--- config.mk ---
export PLATFORM = sky130hd
export DESIGN_NAME = game_sequencer
export DESIGN_NICKNAME = d
export VERILOG_FILES = /design/src/rtl/game_sequencer_pkg.sv /design/src/rtl/game_sequencer_tick_timer.sv /design/src/rtl/game_sequencer.sv
export SDC_FILE = /design/constraint.sdc
export NUM_CORES = 1
export LEC_CHECK = 0
export CORE_MARGIN = 8
export CORE_UTILIZATION = 56
export CTS_CLUSTER_DIAMETER = 30
export DETAILED_ROUTE_END_ITERATION = 10
export PLACE_DENSITY = 0.8
export SLEW_MARGIN = 20
export SYNTH_ARGS = -nofsm -noshare
export SYNTH_HDL_FRONTEND = slang
export SYNTH_SLANG_ARGS = --single-unit
--- constraint.sdc ---
create_clock -name clk -period 4.3 [get_ports clk]
set_input_delay 0.86 -clock clk [delete_from_list [all_inputs] [get_ports clk]]
set_output_delay 0.86 -clock clk [all_outputs]
set_load 0.02 [all_outputs]
--- src/rtl/game_sequencer_pkg.sv ---
// Shared definitions for the game sequencer and the blocks that decode its
// state (display and score logic).
//   game_state_t      : FSM state encoding, also the value on the 'state' port
//   *_DEF             : default frame-tick timings, life count and last level
//   ready_countdown() : maps elapsed READY ticks to the 3/2/1 seconds digit
package game_sequencer_pkg;

    typedef enum logic [2:0] {
        S_IDLE      = 3'd0,
        S_READY     = 3'd1,
        S_PLAY      = 3'd2,
        S_PAUSE     = 3'd3,
        S_DYING     = 3'd4,
        S_LEVEL_UP  = 3'd5,
        S_GAME_OVER = 3'd6,
        S_WIN       = 3'd7
    } game_state_t;

    localparam int TICK_W          = 8;
    localparam int READY_TICKS_DEF = 120;
    localparam int DYING_TICKS_DEF = 90;
    localparam int LIVES_INIT_DEF  = 3;
    localparam int MAX_LEVEL_DEF   = 9;

    // Splits the READY period into thirds: first third shows 3, second 2,
    // last 1. Compares ticks*3 against total so no divider is needed.
    function automatic logic [1:0] ready_countdown(input logic [7:0] ticks,
                                                   input logic [7:0] total);
        logic [9:0] t3;
        logic [9:0] tot;
        t3  = 10'(ticks) * 10'd3;
        tot = 10'(total);
        if (t3 < tot)
            return 2'd3;
        else if (t3 < (tot << 1))
            return 2'd2;
        else
            return 2'd1;
    endfunction

endpackage

--- src/rtl/game_sequencer_tick_timer.sv ---
// tick_timer: loadable saturating frame-tick counter.
//   clk, rst     : clock, asynchronous active-low reset
//   clr          : force the count to zero (wins over en)
//   en           : count one tick this cycle
//   load/load_val: latch a new target value
//   count_next   : value the counter takes at the next edge
//   done         : this enabled tick is the target-th tick since the last clear
module tick_timer
    import game_sequencer_pkg::*;
#(
    parameter int W = TICK_W
) (
    input  logic         clk,
    input  logic         rst,
    input  logic         clr,
    input  logic         en,
    input  logic         load,
    input  logic [W-1:0] load_val,
    output logic [W-1:0] count_next,
    output logic         done
);

    localparam logic [W:0] ONE = {{W{1'b0}}, 1'b1};

    logic [W-1:0] count;
    logic [W-1:0] target;

    always_comb begin
        count_next = count;
        if (clr)
            count_next = '0;
        else if (en && (count != '1))
            count_next = count + ONE[W-1:0];
    end

    // done does not look at clr: the owner derives clr from done, and a
    // completed count is exactly what causes that clear.
    assign done = en && (({1'b0, count} + ONE) >= {1'b0, target});

    always_ff @(posedge clk or negedge rst) begin
        if (!rst) begin
            count  <= '0;
            target <= '1;
        end else begin
            count <= count_next;
            if (load)
                target <= load_val;
        end
    end

endmodule

--- src/rtl/game_sequencer.sv ---
// game_sequencer: top-level game flow controller
// (IDLE/READY/PLAY/PAUSE/DYING/LEVEL_UP/GAME_OVER/WIN).
//   clk, rst    : clock, asynchronous active-low reset
//   tick        : one-cycle frame pulse
//   start/pause : one-cycle requests from the keypad / PS/2 decoder
//   crash       : level, pacman/ghost collision
//   beans_clear : level, bean map empty
//   state       : current FSM state (game_state_t encoding)
//   run_en      : high only in PLAY
//   respawn     : one-cycle pulse, characters return home
//   bean_reload : one-cycle pulse, bean map refills
//   lives, level, countdown, over, win : status for display and score
// Pulse semantics: respawn and bean_reload are registered, high for exactly
// the one cycle after the edge that makes the transition, with no handshake.
// Consumers must act on them in that cycle.
module game_sequencer
    import game_sequencer_pkg::*;
#(
    parameter int READY_TICKS = READY_TICKS_DEF,
    parameter int DYING_TICKS = DYING_TICKS_DEF,
    parameter int LIVES_INIT  = LIVES_INIT_DEF,
    parameter int MAX_LEVEL   = MAX_LEVEL_DEF
) (
    input  logic       clk,
    input  logic       rst,
    input  logic       tick,
    input  logic       start,
    input  logic       pause,
    input  logic       crash,
    input  logic       beans_clear,
    output logic [2:0] state,
    output logic       run_en,
    output logic       respawn,
    output logic       bean_reload,
    output logic [1:0] lives,
    output logic [3:0] level,
    output logic [1:0] countdown,
    output logic       over,
    output logic       win
);

    localparam logic [7:0] READY_V      = 8'(READY_TICKS);
    localparam logic [7:0] DYING_V      = 8'(DYING_TICKS);
    localparam logic [1:0] LIVES_INIT_V = 2'(LIVES_INIT);
    localparam logic [3:0] MAX_LEVEL_V  = 4'(MAX_LEVEL);

    game_state_t cur;
    game_state_t nxt;

    logic       tmr_clr;
    logic       tmr_en;
    logic [7:0] tmr_load_val;
    logic [7:0] tmr_count_next;
    logic       tmr_done;

    assign state = cur;

    // Next-state decode. In PLAY, beans_clear beats crash, and crash beats
    // pause when several arrive together.
    always_comb begin
        nxt = cur;
        case (cur)
            S_IDLE, S_GAME_OVER, S_WIN:
                if (start) nxt = S_READY;
            S_READY:
                if (tmr_done) nxt = S_PLAY;
            S_PLAY:
                if (beans_clear)
                    nxt = (level >= MAX_LEVEL_V) ? S_WIN : S_LEVEL_UP;
                else if (crash)
                    nxt = S_DYING;
                else if (pause)
                    nxt = S_PAUSE;
            S_PAUSE:
                if (pause) nxt = S_PLAY;
            S_DYING:
                if (tmr_done) nxt = (lives == 2'd0) ? S_GAME_OVER : S_READY;
            S_LEVEL_UP:
                nxt = S_READY;
            default:
                nxt = S_IDLE;
        endcase
    end

    // Every state change restarts the count, so a tick arriving on the
    // transition cycle is not credited to the new state. The target is
    // loaded at the same time for whichever timed state is being entered.
    assign tmr_clr      = (nxt != cur);
    assign tmr_en       = tick && (cur != S_PAUSE);
    assign tmr_load_val = (nxt == S_DYING) ? DYING_V : READY_V;

    tick_timer #(.W(8)) u_tick_timer (
        .clk        (clk),
        .rst        (rst),
        .clr        (tmr_clr),
        .en         (tmr_en),
        .load       (tmr_clr),
        .load_val   (tmr_load_val),
        .count_next (tmr_count_next),
        .done       (tmr_done)
    );

    always_ff @(posedge clk or negedge rst) begin
        if (!rst) begin
            cur         <= S_IDLE;
            lives       <= 2'd0;
            level       <= 4'd1;
            countdown   <= 2'd0;
            run_en      <= 1'b0;
            respawn     <= 1'b0;
            bean_reload <= 1'b0;
            over        <= 1'b0;
            win         <= 1'b0;
        end else begin
            cur         <= nxt;
            respawn     <= 1'b0;
            bean_reload <= 1'b0;
            run_en      <= (nxt == S_PLAY);
            over        <= (nxt == S_GAME_OVER);
            win         <= (nxt == S_WIN);
            countdown   <= (nxt == S_READY) ? ready_countdown(tmr_count_next, READY_V)
                                            : 2'd0;
            case (cur)
                S_IDLE, S_GAME_OVER, S_WIN:
                    if (nxt == S_READY) begin
                        lives       <= LIVES_INIT_V;
                        level       <= 4'd1;
                        respawn     <= 1'b1;
                        bean_reload <= 1'b1;
                    end
                S_PLAY:
                    if ((nxt == S_DYING) && (lives != 2'd0))
                        lives <= lives - 2'd1;
                S_DYING:
                    if (nxt == S_READY)
                        respawn <= 1'b1;
                S_LEVEL_UP: begin
                    if (level < MAX_LEVEL_V)
                        level <= level + 4'd1;
                    respawn     <= 1'b1;
                    bean_reload <= 1'b1;
                end
                default: ;
            endcase
        end
    end

endmodule

After elaboration in Yosys (flattened, before gate mapping) --
Index checks and enable logic that the tools add are counted.
Word-level totals: register bits 32, input bits 7, output and inout bits 16, logic and storage cells 77
Operators by class: add/subtract/negate cells 4, multipliers 1, $lt $le $gt $ge 5, equal/unequal tests 18, mux-type cells 25, reductions and logical operators 13
Operators by type and width (count):
- 3-bit 2-to-1 mux | 8
- 3-bit == test (second input constant) | 7
- 3-bit case mux with 6 select lines | 1
- 8-bit 2-to-1 mux | 2
- 2-bit 2-to-1 mux | 6
- 10-bit by 7-bit less-than comparator with 1-bit output (second input constant) | 1
- 10-bit by 8-bit less-than comparator with 1-bit output (second input constant) | 1
- 8-bit by 2-bit multiplier with 10-bit output (second input constant) | 1
- 8-bit by 1-bit adder with 9-bit output (second input constant) | 1
- 3-bit by 2-bit == test with 1-bit output (second input constant) | 3
- 9-bit by 8-bit greater-or-equal comparator with 1-bit output | 1
- 8-bit by 1-bit adder with 8-bit output (second input constant) | 1
- 4-bit 2-to-1 mux | 2
- 8-bit inequality test (second input constant) | 1
- 4-bit case mux with 2 select lines | 1
- 3-bit by 1-bit == test with 1-bit output (second input constant) | 2
- 6-bit 2-to-1 mux | 1
- 2-bit inequality test (second input constant) | 3
- 3-bit AND reduction | 2
- 2-bit nonzero test | 3
- 4-bit by 1-bit adder with 4-bit output (second input constant) | 1
- 4-bit greater-or-equal comparator (second input constant) | 1
- 1-bit logical AND | 4
- 4-bit less-than comparator (second input constant) | 1
- other kinds (10) | 11

Longest topological paths before layout --
word-level depth 12, gate-level depth with buffers 19, mapped depth without buffers 17

Cells and area by module --
From an unflattened synthesis, not the netlist that was laid out.
Second synthesis, totals: cells, all modules 249, area, all modules 2283.4 um^2
By module, submodules not included:
- game_sequencer | times used 1, cells each 143, area an instance 1312.5 um^2, seq. area each 401.6 um^2
- tick_timer | times used 1, cells each 106, area an instance 970.9 um^2, seq. area each 410.4 um^2

Worst setup path before layout --
OpenSTA, ideal clock, no wires.
path kind flip-flop to flip-flop, start point register u_tick_timer.count[1], end point register countdown[0], library setup time 66 ps, arrival 3814 ps, slack 420 ps, cell stages (with the launch flop) 18, buffers on the path 2, clock period less this slack 3880 ps, cell sequence dfrtp_1 ha_1 buf_4 xor2_1 ha_1 nor2_1 a221oi_1 nor3_1 o21ai_2 clkbuf_1 nor2_1 ha_1 xnor2_1 nor2_1 or4b_4 and4_1 a311oi_2 o31a_1
On the way: word-level cells in the longest chain between the ends 12, elaborated cells between the ends (all ways) 19, classes of those cells add/sub: 2; mul: 1; order compare: 3; eq/ne: 3; mux: 8; reduce/logical: 2
Ends and longest elaborated chain:
- start: declaration | RTL line game_sequencer_tick_timer.sv:25 | logic [W-1:0] count;
- start signal: assignment | RTL line game_sequencer_tick_timer.sv:45 | count <= count_next;
- 8-bit by 1-bit adder with 9-bit output | RTL line game_sequencer_tick_timer.sv:38 | assign done = en && (({1'b0, count} + ONE) >= {1'b0, target});
- 9-bit by 8-bit greater-or-equal comparator with 1-bit output | RTL line game_sequencer_tick_timer.sv:38
- 1-bit logical AND | RTL line game_sequencer_tick_timer.sv:38
- 3-bit 2-to-1 mux (on tied branches) | RTL line game_sequencer.sv:77, game_sequencer.sv:66
- 3-bit case mux with 6 select lines | RTL line game_sequencer.sv:62 | case (cur)
- 3-bit inequality test | RTL line game_sequencer.sv:88 | assign tmr_clr = (nxt != cur);
- 8-bit 2-to-1 mux (*) | RTL line game_sequencer_tick_timer.sv:30 | if (clr)
- named net tmr_count_next[4] | RTL line game_sequencer.sv:53 | logic [7:0] tmr_count_next;
- 8-bit by 2-bit multiplier with 10-bit output (*) | RTL line game_sequencer_pkg.sv:31 | t3 = 10'(ticks) * 10'd3;
- 10-bit by 8-bit less-than comparator with 1-bit output | RTL line game_sequencer_pkg.sv:35 | else if (t3 < (tot << 1))
- 2-bit 2-to-1 mux | RTL line game_sequencer_pkg.sv:35
- 2-bit 2-to-1 mux (*) | RTL line game_sequencer_pkg.sv:33 | if (t3 < tot)
- 2-bit 2-to-1 mux (*) | RTL line game_sequencer.sv:121 | countdown <= (nxt == S_READY) ? ready_countdown(tmr_count_next, READY_V)
- end signal: assignment | RTL line game_sequencer.sv:121
- end: declaration | RTL line game_sequencer.sv:37 | output logic [1:0] countdown,
The timed path passes the listed nets; every way through them passes the cells marked *. A chain may end at the register's enable or synchronous reset.

Worst setup path after layout --
start point register u_tick_timer.count[3], end point register countdown[0]
The elaborated chain is that of the path after synthesis.

==> summary.txt <==
Route
  • Vias per cell: 5.62
  • Routed WL per cell: 14.0 um
  • DRC Markers: 0
  • Iter 0 DRT Violations: 138
  • Via Count: 1725
  • Drt total wl: 4.31 mm
  • Remaining antenna violation count: 0
  • Drt pass-1 iters: 4

Pwr
  • Switching Share: 0.462
  • Leakage Power: 0.00108 uW
  • Clock power frac: 0.084
  • Int Power: 677 uW
  • Flop pwr share: 0.325
  • Final Total Pwr: 1260 uW
  • Psw: 580 uW
  • Combinational power share: 0.591
  • Worst vdd ir: 376 uV
  • Pwr/cell area: 528 nW/um2

STA
  • Fmax: 248 MHz
  • Final Hold Fails: 0
  • Crit path time final: 4.04 ns
  • Pins Over Slew Limit: 0
  • Fin crit share: 0.939
  • Worst-Margin Slew: 0.589 ns
  • # setup viols final: 0
  • Setup Skew: 0.0125 ns
  • RSZ-0062 raised after global routing: false
  • Slew HR: 0.604

Setup path
  • RR Startpoint: u_tick_timer.count[3]$_DFF_PN0_
  • Kind of critical path: flip-flop to flip-flop
  • Critical Path AT: 4.31 ns
  • Critical Path End Type: flip-flop
  • CP max FO: 10
  • CP dominant cell by count: nor2_1
  • Slowest stage delay, CP: 0.49 ns
  • Crit-path leading delay family: simple AND/OR/NAND/NOR gates
  • Worst reg-to-reg path cell count: 16
  • Reg-to-reg endpoint: countdown[0]$_DFF_PN0_
  • Worst-path cell chain: nand3_4 > nor2_1 > and3_1 > xor2_1 > ha_1 > a311o_1 > nor3_1 > o21ai_4 > nor2_1 > ha_1 > xnor2_1 > nor2_1 > or4b_4 > and4_1 > a311oi_2 > o31a_1
  • Crit path launch type: flip-flop
  • Critical Path RT: 4.58 ns
  • Reg-to-reg setup timing slack: 0.26 ns
  • Worst path bufs/invs: 0
  • Slowest CP cell: dfrtp_2

Cells and area
  • Final Net Count: 282
  • Number of diodes: 0
  • Share of layout cells above drive strength 1: 0.147
  • FILL cells: 285
  • Commonest non-fill, non-tap cell in the layout: nor2_1
  • Register area: 684 um2
  • Post-Layout Inst Area: 2380 um2
  • Area of the multi-input gates: 1270 um2
  • Most frequent cells in the layout: 28 x nor2_1, 23 x nand2_1, 21 x clkdlybuf4s50_1
  • Layout Area Growth over Synthesis: 16.8%

Floorplan
  • Io pins: 23
  • Die area: 5820 um2
  • Initial Util: 0.569
  • Die span in y: 76.3 um
  • Area of the core: 3580 um2
  • # rows: 22
  • Die width: 76.3 um

Clocking
  • Total clock sinks: 27
  • Hold buffer count at CTS: 0
  • CTS tree: yes
  • TritonCTS buffer count: 3
  • Max clock buf depth: 2
  • CTS resizes: 0
  • Worst-Skew Late Latency: 0.32 ns
  • Clock Pin Slew Worst Setup and Hold Paths: 0.14 ns
  • Number of setup buffers added after CTS: 0
  • Clock tree root buffer cell: clkbuf_4
  • CTS H-tree lvls: 1

Placed design
  • Routability cong.: 0.872
  • HPWL Detailed: 3.33 mm
  • Area of placed instances: 2340 um2
  • Port Buffers: 22

Synth
  • Post-synthesis cell type count: 65
  • Async set-reset flop share out of synthesis: 1.00
  • Post-Syn Area: 2040 um2
  • Main flop type after synthesis: dfrtp_1
  • Post-synth EDFFs: 0
  • Post-Syn Instances: 232
  • Seq/Total Area, Yosys: 0.334
  • Syn Nets: 254
  • Syn avg cell area: 8.78 um2
  • Synth Register Bits: 27
  • YS warnings: 0

GRT
  • Total global routing overflow: 0
  • Initial antenna violation count: 0
  • First-pass GRT wire length: 7.35 mm
  • Overall routing resource usage: 0.146
  • Vias in the first global route: 1619
  • Largest net degree at the start of global routing: 27

Hold path
  • Min-delay worst type: input pin to async pin

Flow run
  • Max Cap Viol: 0

Outcome
  • Status: finished, final reports clean
## stage by stage
step	hold WS, ns	setup slack, ns	TNS [ns]	utilization	cells
after floorplan	0.459	0.420	0	-	232
after global placement	0.478	0.0164	0	0.655	303
after detailed placement	0.484	-0.0593	-0.104	0.655	303
after CTS	0.507	0.220	0	0.662	307
after global routing	0.538	0.0252	0	0.665	307
final	0.502	0.261	0	0.665	307
## sequential cells by signal, summed over array words and instances (netlist names)
register             count
respawn                  1
u_tick_timer.target      3
bean_reload              1
win                      1
run_en                   1
lives                    2
u_tick_timer.count       8
countdown                2
over                     1
state                    3
level                    4
## power by group through the flow
stage	Clock, uW	Combinational [uW]	Sequential, uW
6_report	106	743	408
5_1_grt	120	828	418
4_1_cts	111	734	406
3_5_place_dp	0	728	410
3_3_place_gp	0	720	411
2_1_floorplan	0	508	420
## layout make-up
cell class,instances,share of cell area
clock buffer,3,0.00947
tap,48,0.0252
sequential,27,0.288
inverter,15,0.0237
timing repair buffer,30,0.116
clock inverter,1,0.00210
multi-input combinational,183,0.536
## worst register-to-register path, cell delays in order, from the launching register on
cell,delay [ns]
dfrtp_2,0.49
nand3_4,0.13
nor2_1,0.07
and3_1,0.18
xor2_1,0.15
ha_1,0.23
a311o_1,0.31
nor3_1,0.30
o21ai_4,0.17
nor2_1,0.24
ha_1,0.31
xnor2_1,0.14
nor2_1,0.13
or4b_4,0.47
and4_1,0.21
a311oi_2,0.29
o31a_1,0.17
## how the worst max path moves through the flow
stage | startpoint | end | cells past startpoint
4_1_cts | u_tick_timer.count[0]$_DFF_PN0_ | countdown[0]$_DFF_PN0_ | 14
6_report | u_tick_timer.count[3]$_DFF_PN0_ | countdown[0]$_DFF_PN0_ | 16
3_5_place_dp | beans_clear | countdown[0]$_DFF_PN0_ | 14
5_1_grt | u_tick_timer.count[1]$_DFF_PN0_ | countdown[0]$_DFF_PN0_ | 16
2_1_floorplan | u_tick_timer.count[1]$_DFF_PN0_ | countdown[0]$_DFF_PN0_ | 17
3_3_place_gp | beans_clear | countdown[0]$_DFF_PN0_ | 14
## cell usage after synthesis (2+ instances only)
cell | number | area (um2)
nor2_1 | 29 | 109
dfrtp_1 | 23 | 576
nand2_1 | 23 | 86.3
ha_1 | 15 | 188
inv_1 | 14 | 52.6
a21oi_1 | 8 | 40.0
nor3_1 | 8 | 40.0
xor2_1 | 8 | 70.1
nand3_1 | 7 | 35.0
nand2b_1 | 6 | 37.5
o21ai_0 | 6 | 30.0
xnor2_1 | 5 | 43.8
a21o_1 | 4 | 30.0
and3_1 | 4 | 25.0
dfstp_2 | 4 | 105
mux2i_1 | 4 | 40.0
a22oi_1 | 3 | 22.5
clkbuf_1 | 3 | 11.3
nand4_1 | 3 | 18.8
a211oi_1 | 2 | 15.0
a31oi_1 | 2 | 12.5
and4b_1 | 2 | 20.0
buf_4 | 2 | 15.0
nor2b_1 | 2 | 12.5
nor4_1 | 2 | 12.5
o211a_1 | 2 | 20.0
o22ai_1 | 2 | 12.5
o31a_1 | 2 | 17.5
## cell families after synthesis
logic type,Yosys count,share of synthesized area
AO/OA/AOI/OAI,47,0.174
XOR/XNOR,13,0.0559
adder cells (fa/ha/maj),16,0.0977
buffers and inverters,22,0.0448
flip-flops,27,0.334
multiplexers,5,0.0252
AND/OR/NAND/NOR,102,0.268
## metal layers
layer  up-vias  GRT usage  part of all wire
met5         -          0                 0
met4         0     0.0462             0.011
met3         4     0.0271             0.041
met2        32      0.223              0.43
met1       808      0.203              0.52
li1        881          -                 -
Power figures use the tool's default switching activity.
